--- src/rtl/cp0_intc.sv ---
// Coprocessor-0 interrupt/exception controller: SR, Cause, EPC and PRId,
// the combined int_req to the M stage, and the EPC used by eret.
module cp0_intc #(
  parameter logic [31:0] PRID       = 32'h2018_0007,
  parameter logic [31:0] EXC_VECTOR = 32'h0000_4180
) (
  input  logic        clk,
  input  logic        reset,
  input  logic [4:0]  rd_addr,
  output logic [31:0] rd_data,
  input  logic        wr_en,
  input  logic [4:0]  wr_addr,
  input  logic [31:0] wr_data,
  input  logic [31:0] pc_in,
  input  logic        bd_in,
  input  logic [4:0]  exc_code_in,
  input  logic [5:0]  hw_int,
  input  logic        eret,
  output logic        int_req,
  output logic [31:0] epc_out,
  output logic [31:0] exc_pc
);

  localparam logic [4:0] ADDR_SR    = 5'd12;
  localparam logic [4:0] ADDR_CAUSE = 5'd13;
  localparam logic [4:0] ADDR_EPC   = 5'd14;
  localparam logic [4:0] ADDR_PRID  = 5'd15;

  logic [5:0]  sr_im;
  logic        sr_exl;
  logic        sr_ie;
  logic        cause_bd;
  logic [5:0]  cause_ip;
  logic [4:0]  cause_exc;
  logic [31:0] epc;

  logic [31:0] sr_word;
  logic [31:0] cause_word;
  logic        hwirq;
  logic        excp;
  logic [31:0] victim_pc;

  assign sr_word    = {16'b0, sr_im, 8'b0, sr_exl, sr_ie};
  assign cause_word = {cause_bd, 15'b0, cause_ip, 3'b0, cause_exc, 2'b0};

  // Raw hw_int feeds the request so a device edge costs no extra cycle.
  assign hwirq   = (|(hw_int & sr_im)) & sr_ie & ~sr_exl;
  assign excp    = (exc_code_in != 5'd0) & ~sr_exl;
  assign int_req = hwirq | excp;

  assign victim_pc = bd_in ? (pc_in - 32'd4) : pc_in;

  assign epc_out = epc;
  assign exc_pc  = EXC_VECTOR;

  always_comb begin
    rd_data = 32'b0;
    case (rd_addr)
      ADDR_SR:    rd_data = sr_word;
      ADDR_CAUSE: rd_data = cause_word;
      ADDR_EPC:   rd_data = epc;
      ADDR_PRID:  rd_data = PRID;
      default:    rd_data = 32'b0;
    endcase
  end

  always_ff @(posedge clk) begin
    if (reset) begin
      sr_im     <= 6'b0;
      sr_exl    <= 1'b0;
      sr_ie     <= 1'b0;
      cause_bd  <= 1'b0;
      cause_ip  <= 6'b0;
      cause_exc <= 5'b0;
      epc       <= 32'b0;
    end else begin
      cause_ip <= hw_int;
      if (int_req) begin
        // Entry flushes the victim, so a same-cycle mtc0 or eret is dropped.
        sr_exl    <= 1'b1;
        cause_exc <= hwirq ? 5'd0 : exc_code_in;
        cause_bd  <= bd_in;
        epc       <= {victim_pc[31:2], 2'b00};
      end else begin
        if (wr_en && (wr_addr == ADDR_SR)) begin
          sr_im  <= wr_data[15:10];
          sr_exl <= wr_data[1];
          sr_ie  <= wr_data[0];
        end
        if (wr_en && (wr_addr == ADDR_EPC))
          epc <= {wr_data[31:2], 2'b00};
        // Placed after the SR write so eret's EXL clear takes precedence.
        if (eret)
          sr_exl <= 1'b0;
      end
    end
  end

endmodule

--- config.mk ---
export PLATFORM = sky130hd
export DESIGN_NAME = cp0_intc
export DESIGN_NICKNAME = d
export VERILOG_FILES = /design/src/rtl/cp0_intc.sv
export SDC_FILE = /design/constraint.sdc
export NUM_CORES = 1
export LEC_CHECK = 0
export ABC_CLOCK_PERIOD_IN_PS = 5770
export CAP_MARGIN = 20
export CORE_MARGIN = 4
export CORE_UTILIZATION = 45
export DETAILED_ROUTE_END_ITERATION = 6
export HOLD_SLACK_MARGIN = 0.02
export PLACE_DENSITY = 0.89
export RECOVER_POWER = 25
export SETUP_SLACK_MARGIN = 0.5
export SLEW_MARGIN = 20
export SYNTH_ARGS = -nofsm -noshare
export SYNTH_HDL_FRONTEND = slang
export SYNTH_SLANG_ARGS = --single-unit
--- constraint.sdc ---
create_clock -name clk -period 5.77 [get_ports clk]
set_input_delay 1.4425 -clock clk [delete_from_list [all_inputs] [get_ports clk]]
set_output_delay 1.4425 -clock clk [all_outputs]
set_load 0.005 [all_outputs]
### After elaboration in Yosys (flattened, before gate mapping)

Cells that the tools add are included.

* output and inout bits: 97
* logic and storage cells: 36
* bits of input ports: 90
* register bits after elaboration: 50

* add/sub/neg operators: 1
* muxes and demuxes: 8
* bitwise gates (word level): 7
* eq/ne operators: 6
* reduce and logical (&&, ||, !) cells: 7

Operator list (number)
* one-hot mux 32 bit (4 select lines): 1
* two-way mux 32 bit: 3
* subtractor 32 x 3 -> 32 bit, second input constant: 1
* == test 5 x 4 -> 1 bit, second input constant: 6
* AND 6 bit: 1
* OR reduction 6 bit: 1
* two-way mux 5 bit: 1
* nonzero test 5 bit: 1
* AND 1 bit: 3
* two-way mux 1 bit: 3
* nonzero test 3 bit: 1
* logical AND 1 bit: 2
* inverter 1 bit: 2
* AND reduction 2 bit: 1
* nonzero test 2 bit: 1
* OR 1 bit: 1

### Longest topological paths before layout

Gate-level depths: netlist of run 1.

* depth after elaboration: 7
* gate-level depth with buffers: 7
* mapped depth without buffers: 6

### Worst setup path before layout of run 1

Ideal clock, no wire load.

* path kind: input to output
* from: in hw_int[3]
* to: out int_req
* stages on the path: 5
* data required time: 4328 ps
* arrival: 2554 ps
* slack: 1774 ps
* buffers on the path: 1
* cells stage by stage: a22oi_1 -> a311oi_1 -> nor2_1 -> inv_1 -> clkbuf_1

* cells in the longest elaborated chain, start to end: 5

Ends and longest elaborated chain
* start, declared: line 17 `input logic [5:0] hw_int,`
* AND 6 bit: line 47 `assign hwirq = (|(hw_int & sr_im)) & sr_ie & ~sr_exl;`
* OR reduction 6 bit: line 47
* AND 1 bit (2 in series): line 47
* OR 1 bit: line 49 `assign int_req = hwirq | excp;`
* end, declared: line 19 `output logic int_req,`

No other way between the ends.

### Final worst setup path of run 1

* from: in rd_addr[1]
* to: out rd_data[18]

* cells in the longest elaborated chain, start to end: 2
* elaborated cells on any way between the ends: 5
* those cells by class: eq/ne (4); mux (1)

Ends and longest elaborated chain
* start, declared: line 9 `input logic [4:0] rd_addr,`
* == test 5 x 4 -> 1 bit: line 58 `case (rd_addr)`
* one-hot mux 32 bit (4 select lines) (*): line 58
* end, declared: line 10 `output logic [31:0] rd_data,`

Mark *: on every way between the ends. The rest lies on a longest branch, timed or not.

==> summary.md, run 1 <==
| Metric | Value |
|---|---|
| Vias per cell | about 6 |
| H-tree Lvls | 2 |
| Mux cell area share after synthesis | 5.79% |
| Die area | between 9000 and 10000 um^2 |
| Remaining antenna violation count | 0 |
| Async SR Flop Fraction | 0% |
| Post-CTS Setup Inserts | 0 |
| Share of cells above drive strength 1 | 4.89% |
| Worst setup EP type | primary output |
| Number of buffers created by CTS | 5 |
| Hold path depth | 2 |
| Drc violations | 0 |
| Final Hold Viols | 0 |
| Unique cell type count in the Yosys netlist | 49 |
| GRT Util Overall | 23.4% |
| Register bit total from synthesis | 50 |
| Pleak | 1.90 nW |
| Slew @ Worst Pin | 1.28 ns |
| Min Tclk post-route | 5.04 ns |
| Critical path's slowest cell | clkdlybuf4s50_1 |
| Initial Util | 46.3% |
| Worst Hold Class | reg2reg |
| Adder-cell area share of the yosys netlist | less than 1% |
| Rel. slew slack | 14.6% |
| Die Width | 100 um |
| Total power | 0.893 mW |
| Critical Path Fanout Max | 15 |
| Worst reg2reg path depth | 5 |
| Status | finished clean |
| Total Wirelength | 12500 um |
| Drt initial violations | 302 |
| Row Count | 33 |
| Top Family by Delay on Critical Path | buffers and inverters |
| Worst-case clock buffer depth | 2 |
| Worst Path Arrival | 3.60 ns |
| TritonRoute pass-1 iters | 5 |
| Largest family of logic cells by synthesized area | simple AND/OR/NAND/NOR gates |
| Clock Skews | 0.00555 ns |
| CTS tree | done |
| XOR/XNOR share of the synthesized area | 1.61% |
| CP startpoint kind | primary input |
| Crit path cell chain | clkdlybuf4s50_1 > nor2b_1 > nor2b_1 > buf_4 > and2_1 > clkdlybuf4s50_1 |
| Antenna Cells | 0 |
| Cts hold-fix bufs | 0 |
| Setup TNS | 0 ns |
| Worst Setup Path Type | in2out |
| Gpl congestion | 0.904 |
| Sequential element share of the synthesized area | 26.3% |
| Clock transition at path regs | ~0.090 ns |
| Layout Nets | 704 |
| Max Cap Viol | 0 |
| Post-Synth Simple-Gate Area | a little over a quarter |
| Post-Syn Instances | 490 |
| Area growth syn-to-layout | 40.5% |
| # clock sinks | 50 |
| Clock Tree Root | clkbuf_8 |
| Post-Syn Area | 3810 um^2 |
| RSZ-0062 raised after global routing | no |
| Vias | 4240 |
| Syn. warnings | 0 |
| Max-slew violation count | 0 |
| Remaining global-route overflow | 0 |
| Pwr Density | about 170 nW/um^2 |
| Global-route wire length before repair | roughly 19000 um |
| Initial antenna violation count | 0 |
| Number of synthesized flops with an enable pin | 0 |
| # IOs | 187 |
| Cell count along the critical path | 6 |
| Largest net degree at the start of global routing | 47 |
| WP data required | 4.33 ns |
| Post-detail-place hpwl | 9570 um |
| Latest clock arrival within the worst-skew pair | 0.30 ns |
| Max incr delay on CP | 0.62 ns |
| Port Buffers | 150 |
| Post_cts resized | 0 |
| VDD IR max | 0.0979 mV |
| DR WL/cell | 17.4 um |
| Chip height | 100 um |
| Avg Synthesized Cell Area | 7.77 um^2 |
| Synth Area in Compound Gates | 25.5% |
| Buffers and inverters on the worst path | 3 |
| Synth Flop Type | dfxtp_1 |
| Number of global-route vias before repair | 3898 |
| Highest Clock Rate | 198 MHz |
| Final Cycle Share | between 80% and 90% |
| Final setup fails | 0 |
| Core region area | 8220 um^2 |
## routing by layer
| metal | part of all wire [%] | GRT usage [%] | vias to the layer above |
|---|---|---|---|
| met2 | 48 | 39.8 | 224 |
| met3 | 9.3 | 4.79 | 31 |
| met1 | 39 | 29.1 | 1960 |
| met5 | 0 | 0 | - |
| li1 | - | - | 2025 |
| met4 | 2.9 | 9.14 | 0 |
## Yosys cell counts, types with 2 or more instances
master	number	area (um^2)
a311oi_1	2	17.5
buf_2	3	15.0
clkbuf_1	39	146
nor2_1	32	120
conb_1	2	7.51
o21ai_0	5	25.0
dfxtp_1	50	1000
o21a_1	4	30.0
inv_1	27	101
nor4_1	33	206
o31a_1	22	193
a2111oi_0	4	35.0
nand2_1	23	86.3
or4_1	14	105
o41ai_1	20	175
buf_1	2	7.51
o31ai_1	10	75.1
nor3b_1	3	22.5
a31oi_1	15	93.8
and2_1	16	100
nor3_1	6	30.0
or3b_2	4	35.0
or3_1	10	62.6
nor2b_1	9	56.3
a21oi_1	16	80.1
or4b_1	4	40.0
xnor2_1	2	17.5
nand4_1	4	25.0
nor4b_1	2	17.5
a22oi_1	8	60.1
xor2_1	5	43.8
nand3b_1	5	37.5
mux2i_1	22	220
a21boi_0	2	15.0
a211oi_1	17	128
buf_4	35	263
## stage by stage
stage               instance area [um^2]  std cells  util, %  worst slack, ns  hold slack [ns]
global route                        5350        719     65.1            0.640            0.508
finish                              5350        719     65.1            0.730            0.480
CTS                                 5350        719     65.1            0.762            0.482
floorplan                           3930        522        -             1.77            0.447
detailed placement                  5250        711     63.8            0.778            0.471
global placement                    5250        711     63.8            0.800            0.460
## final cells by class
cell class,instances,area (um^2)
Clock inverter,1,30.0
Sequential cell,50,1000
Tap cell,105,131
Multi-Input combinational cell,365,2410
Fill cell,681,2870
Inverter,28,105
Clock buffer,7,76.3
Timing Repair Buffer,163,1600
## cells in the final DEF (no fill, tap or decap), drive strengths merged, types with 22 or more instances in the layout
cell	instances
mux2i	22
conb	34
nor4	33
o31a	22
dlygate4sd3	23
inv	28
nand2	23
dfxtp	50
nor2	32
clkdlybuf4s50	127
## state kept, by name, summed over array words and instances (netlist names)
name / flops
sr_ie: 1
sr_exl: 1
sr_im: 6
epc_out: 30
cause_exc: 5
cause_ip: 6
cause_bd: 1
## final timing paths
| check | from | end | slack, ns |
|---|---|---|---|
| setup / recovery | rd_addr[1] | rd_data[18] | 0.73 |
| hold / removal | sr_im[4] | sr_im[4] | 0.48 |
| hold reg to reg | sr_im[4] | sr_im[4] | 0.48 |
| setup reg to reg | sr_im[3] | sr_im[3] | 3.66 |
## report_power, final
group	total, mW	leakage (nW)	switching (mW)	internal [mW]
Sequential	0.394	0.414	0.0225	0.371
Clock	0.247	0.0524	0.117	0.130
Combinational	0.253	1.43	0.114	0.138
## logic make-up after synthesis
group           after synthesis
mux                          22
flops                        50
compound gates              130
buf+inv                     107
other cells                   2
xor+xnor                      7
simple gates                171
fa+ha+maj                     1
## worst reg2reg max path, delay by kind of cell, from the launching register on
kind	cells	cell delay, ns
multiplexers	1	0.26
flip-flops	1	0.33
AO/OA/AOI/OAI	2	0.54
AND/OR/NAND/NOR	1	0.62
buffers and inverters	1	0.28
Note: power is estimated with default switching activity, not from simulation.
==> inputs of run 2 (changes only) <==
==> constraint.sdc (replaced) <==
create_clock -name clk -period 5.77 [get_ports clk]
set_input_delay 1.4425 -clock clk [delete_from_list [all_inputs] [get_ports clk]]
set_output_delay 1.4425 -clock clk [all_outputs]
set_load 0.02 [all_outputs]
==> run 2 against run 1 <==
Global-route usage up 0.75 points. Register-to-register slack barely moved. Die area stayed put. Worst hold slack gained 0.0026 ns. Sequential cell count stayed put. First-iteration DRC count grew 1.7%. Critical path type unchanged. Largest cell class unchanged. Largest power group unchanged.
==> summary.md, run 2 (synthesis gave the netlist of run 1 again) <==
| Metric | Value |
|---|---|
| Status | finished clean |
| Remaining global-route overflow | 0 |
| Reg area | 1000 um^2 |
| R2R Path Start | sr_exl |
| Row Count | 33 |
| Largest net degree at the start of global routing | 44 |
| Worst Path Arrival | 3.63 ns |
| Die area | 9990 um^2 |
| Max Cap Viol | 0 |
| Die Width | 100 um |
| Max reg flops | 30 |
| Number of buffers created by CTS | 5 |
| Max incr delay on CP | between 0.6 and 0.7 ns |
| Cts hold-fix bufs | 0 |
| CTS tree | done |
| # IOs | approximately 190 |
| Pleak | ~1.9 nW |
| Total Wirelength | 12700 um |
| Final Hold Viols | 0 |
| Most common cell after layout, fill and taps aside | clkdlybuf4s50_1 |
| Worst-case clock buffer depth | 2 |
| GRT Util Overall | 24.2% |
| Max-slew violation count | 0 |
| Initial antenna violation count | 0 |
| Setup crit end | rd_data[9] |
| Worst Hold Class | reg2reg |
| VDD IR max | 0.108 mV |
| Final setup fails | 0 |
| Initial Util | a little under half |
| Critical Path Fanout Max | 15 |
| Drc violations | 0 |
| Worst reg2reg path depth | 4 |
| Clock Tree Root | clkbuf_8 |
| Worst reg2reg setup slack | 3.67 ns |
| Worst setup EP type | primary output |
| CP startpoint kind | primary input |
| Post-CTS Setup Inserts | 0 |
| Vias | approximately 4200 |
| Drt initial violations | 307 |
| RSZ-0062 raised after global routing | no |
| Final Cycle Share | 87.8% |
| Layout Nets | 704 |
| Crit path from | rd_addr[0] |
| Core region area | 8220 um^2 |
| Clock transition at path regs | about 0.08 ns |
| Global-route wire length before repair | around 20000 um |
| Top Family by Delay on Critical Path | buffers and inverters |
| Cell count along the critical path | 7 |
| Most frequent cells in the layout | clkdlybuf4s50_1, dfxtp_1, conb_1, nor4_1, nor2_1 |
| Rel. slew slack | 13.8% |
| Share of cells above drive strength 1 | roughly 5.2% |
| Min Tclk post-route | between 5 and 6 ns |
| DR WL/cell | 17.6 um |
| H-tree Lvls | 2 |
| Worst Setup Path Type | in2out |
| WP data required | 4.33 ns |
| Vias per cell | 5.83 |
| Hold slack | 0.482 ns |
| Critical path's slowest cell | clkdlybuf4s50_1 |
| Buffers and inverters on the worst path | 4 |
| Clock Skews | around 0.011 ns |
| Highest Clock Rate | 197 MHz |
| Latest clock arrival within the worst-skew pair | 0.32 ns |
| Area growth syn-to-layout | 40.2% |
| Remaining antenna violation count | 0 |
| Pwr Density | 171 nW/um^2 |
| Setup TNS | 0 ns |
| # clock sinks | 50 |
| Chip height | 100 um |
| R2r endpoint | sr_im[4] |
| # fillers | 689 |
| Post-detail-place hpwl | 9640 um |
| Crit path cell chain | clkdlybuf4s50_1 > buf_4 > nor2b_1 > nor2b_1 > buf_4 > and2_1 > clkdlybuf4s50_1 |
| Gpl congestion | 0.886 |
| TritonRoute pass-1 iters | 5 |
| Antenna Cells | 0 |
| Number of global-route vias before repair | 3857 |
| Post_cts resized | 0 |
| Port Buffers | 150 |
| Slew @ Worst Pin | 1.29 ns |
| Multi-input gate area | 2410 um^2 |
[run 2: worst min-delay path by stage]
stage	start	end	slack, ns	cells past startpoint
2_1_floorplan	sr_im[2]	sr_im[2]	0.45	2
3_3_place_gp	sr_im[4]	sr_im[4]	0.46	2
3_5_place_dp	sr_im[0]	sr_im[0]	0.47	2
4_1_cts	sr_im[0]	sr_im[0]	0.48	2
5_1_grt	sr_im[5]	sr_im[5]	0.51	2
6_report	sr_im[3]	sr_im[3]	0.48	2
[run 2: through the flow]
step | power (mW) | utilization, % | instances | worst slack, ns | area [um^2]
floorplan | 0.566 | - | 522 | 1.66 | 3930
global placement | 0.690 | 63.8 | 711 | 0.781 | 5250
detailed placement | 0.699 | 63.8 | 711 | 0.737 | 5250
CTS | 0.914 | 65.0 | 719 | 0.725 | 5340
global route | 0.946 | 65.0 | 719 | 0.595 | 5340
finish | 0.911 | 65.0 | 719 | 0.702 | 5340
[run 2: layout make-up]
| type | instances | area share [%] |
|---|---|---|
| clock buffer | 6 | 1.55 |
| clock inverter | 2 | 0.234 |
| inverter | 28 | 1.97 |
| multi-input combinational | 365 | 45.1 |
| sequential | 50 | 18.8 |
| tap | 105 | 2.46 |
| timing repair buffer | 163 | 29.9 |
[run 2: routing by layer]
layer	GRT usage (%)	vias up	routed length (um)
met2	41.7	214	6150
met4	6.72	0	267
met3	5.07	17	1160
met5	0	-	0
li1	-	2022	-
met1	30.5	1937	5100
[run 2: power breakdown]
group / switching [mW] / total (mW) / internal [mW]
combinational: 0.156 / 0.295 / 0.139
sequential: 0.0227 / 0.394 / 0.371
clock: 0.126 / 0.222 / 0.0967
total: 0.304 / 0.911 / 0.607
[run 2: worst register-to-register path, stage by stage, from the launching register on]
cell	delay (ns)
dfxtp_1	0.73
a311oi_4	0.11
buf_4	0.29
nor3_2	0.64
mux2i_1	0.25
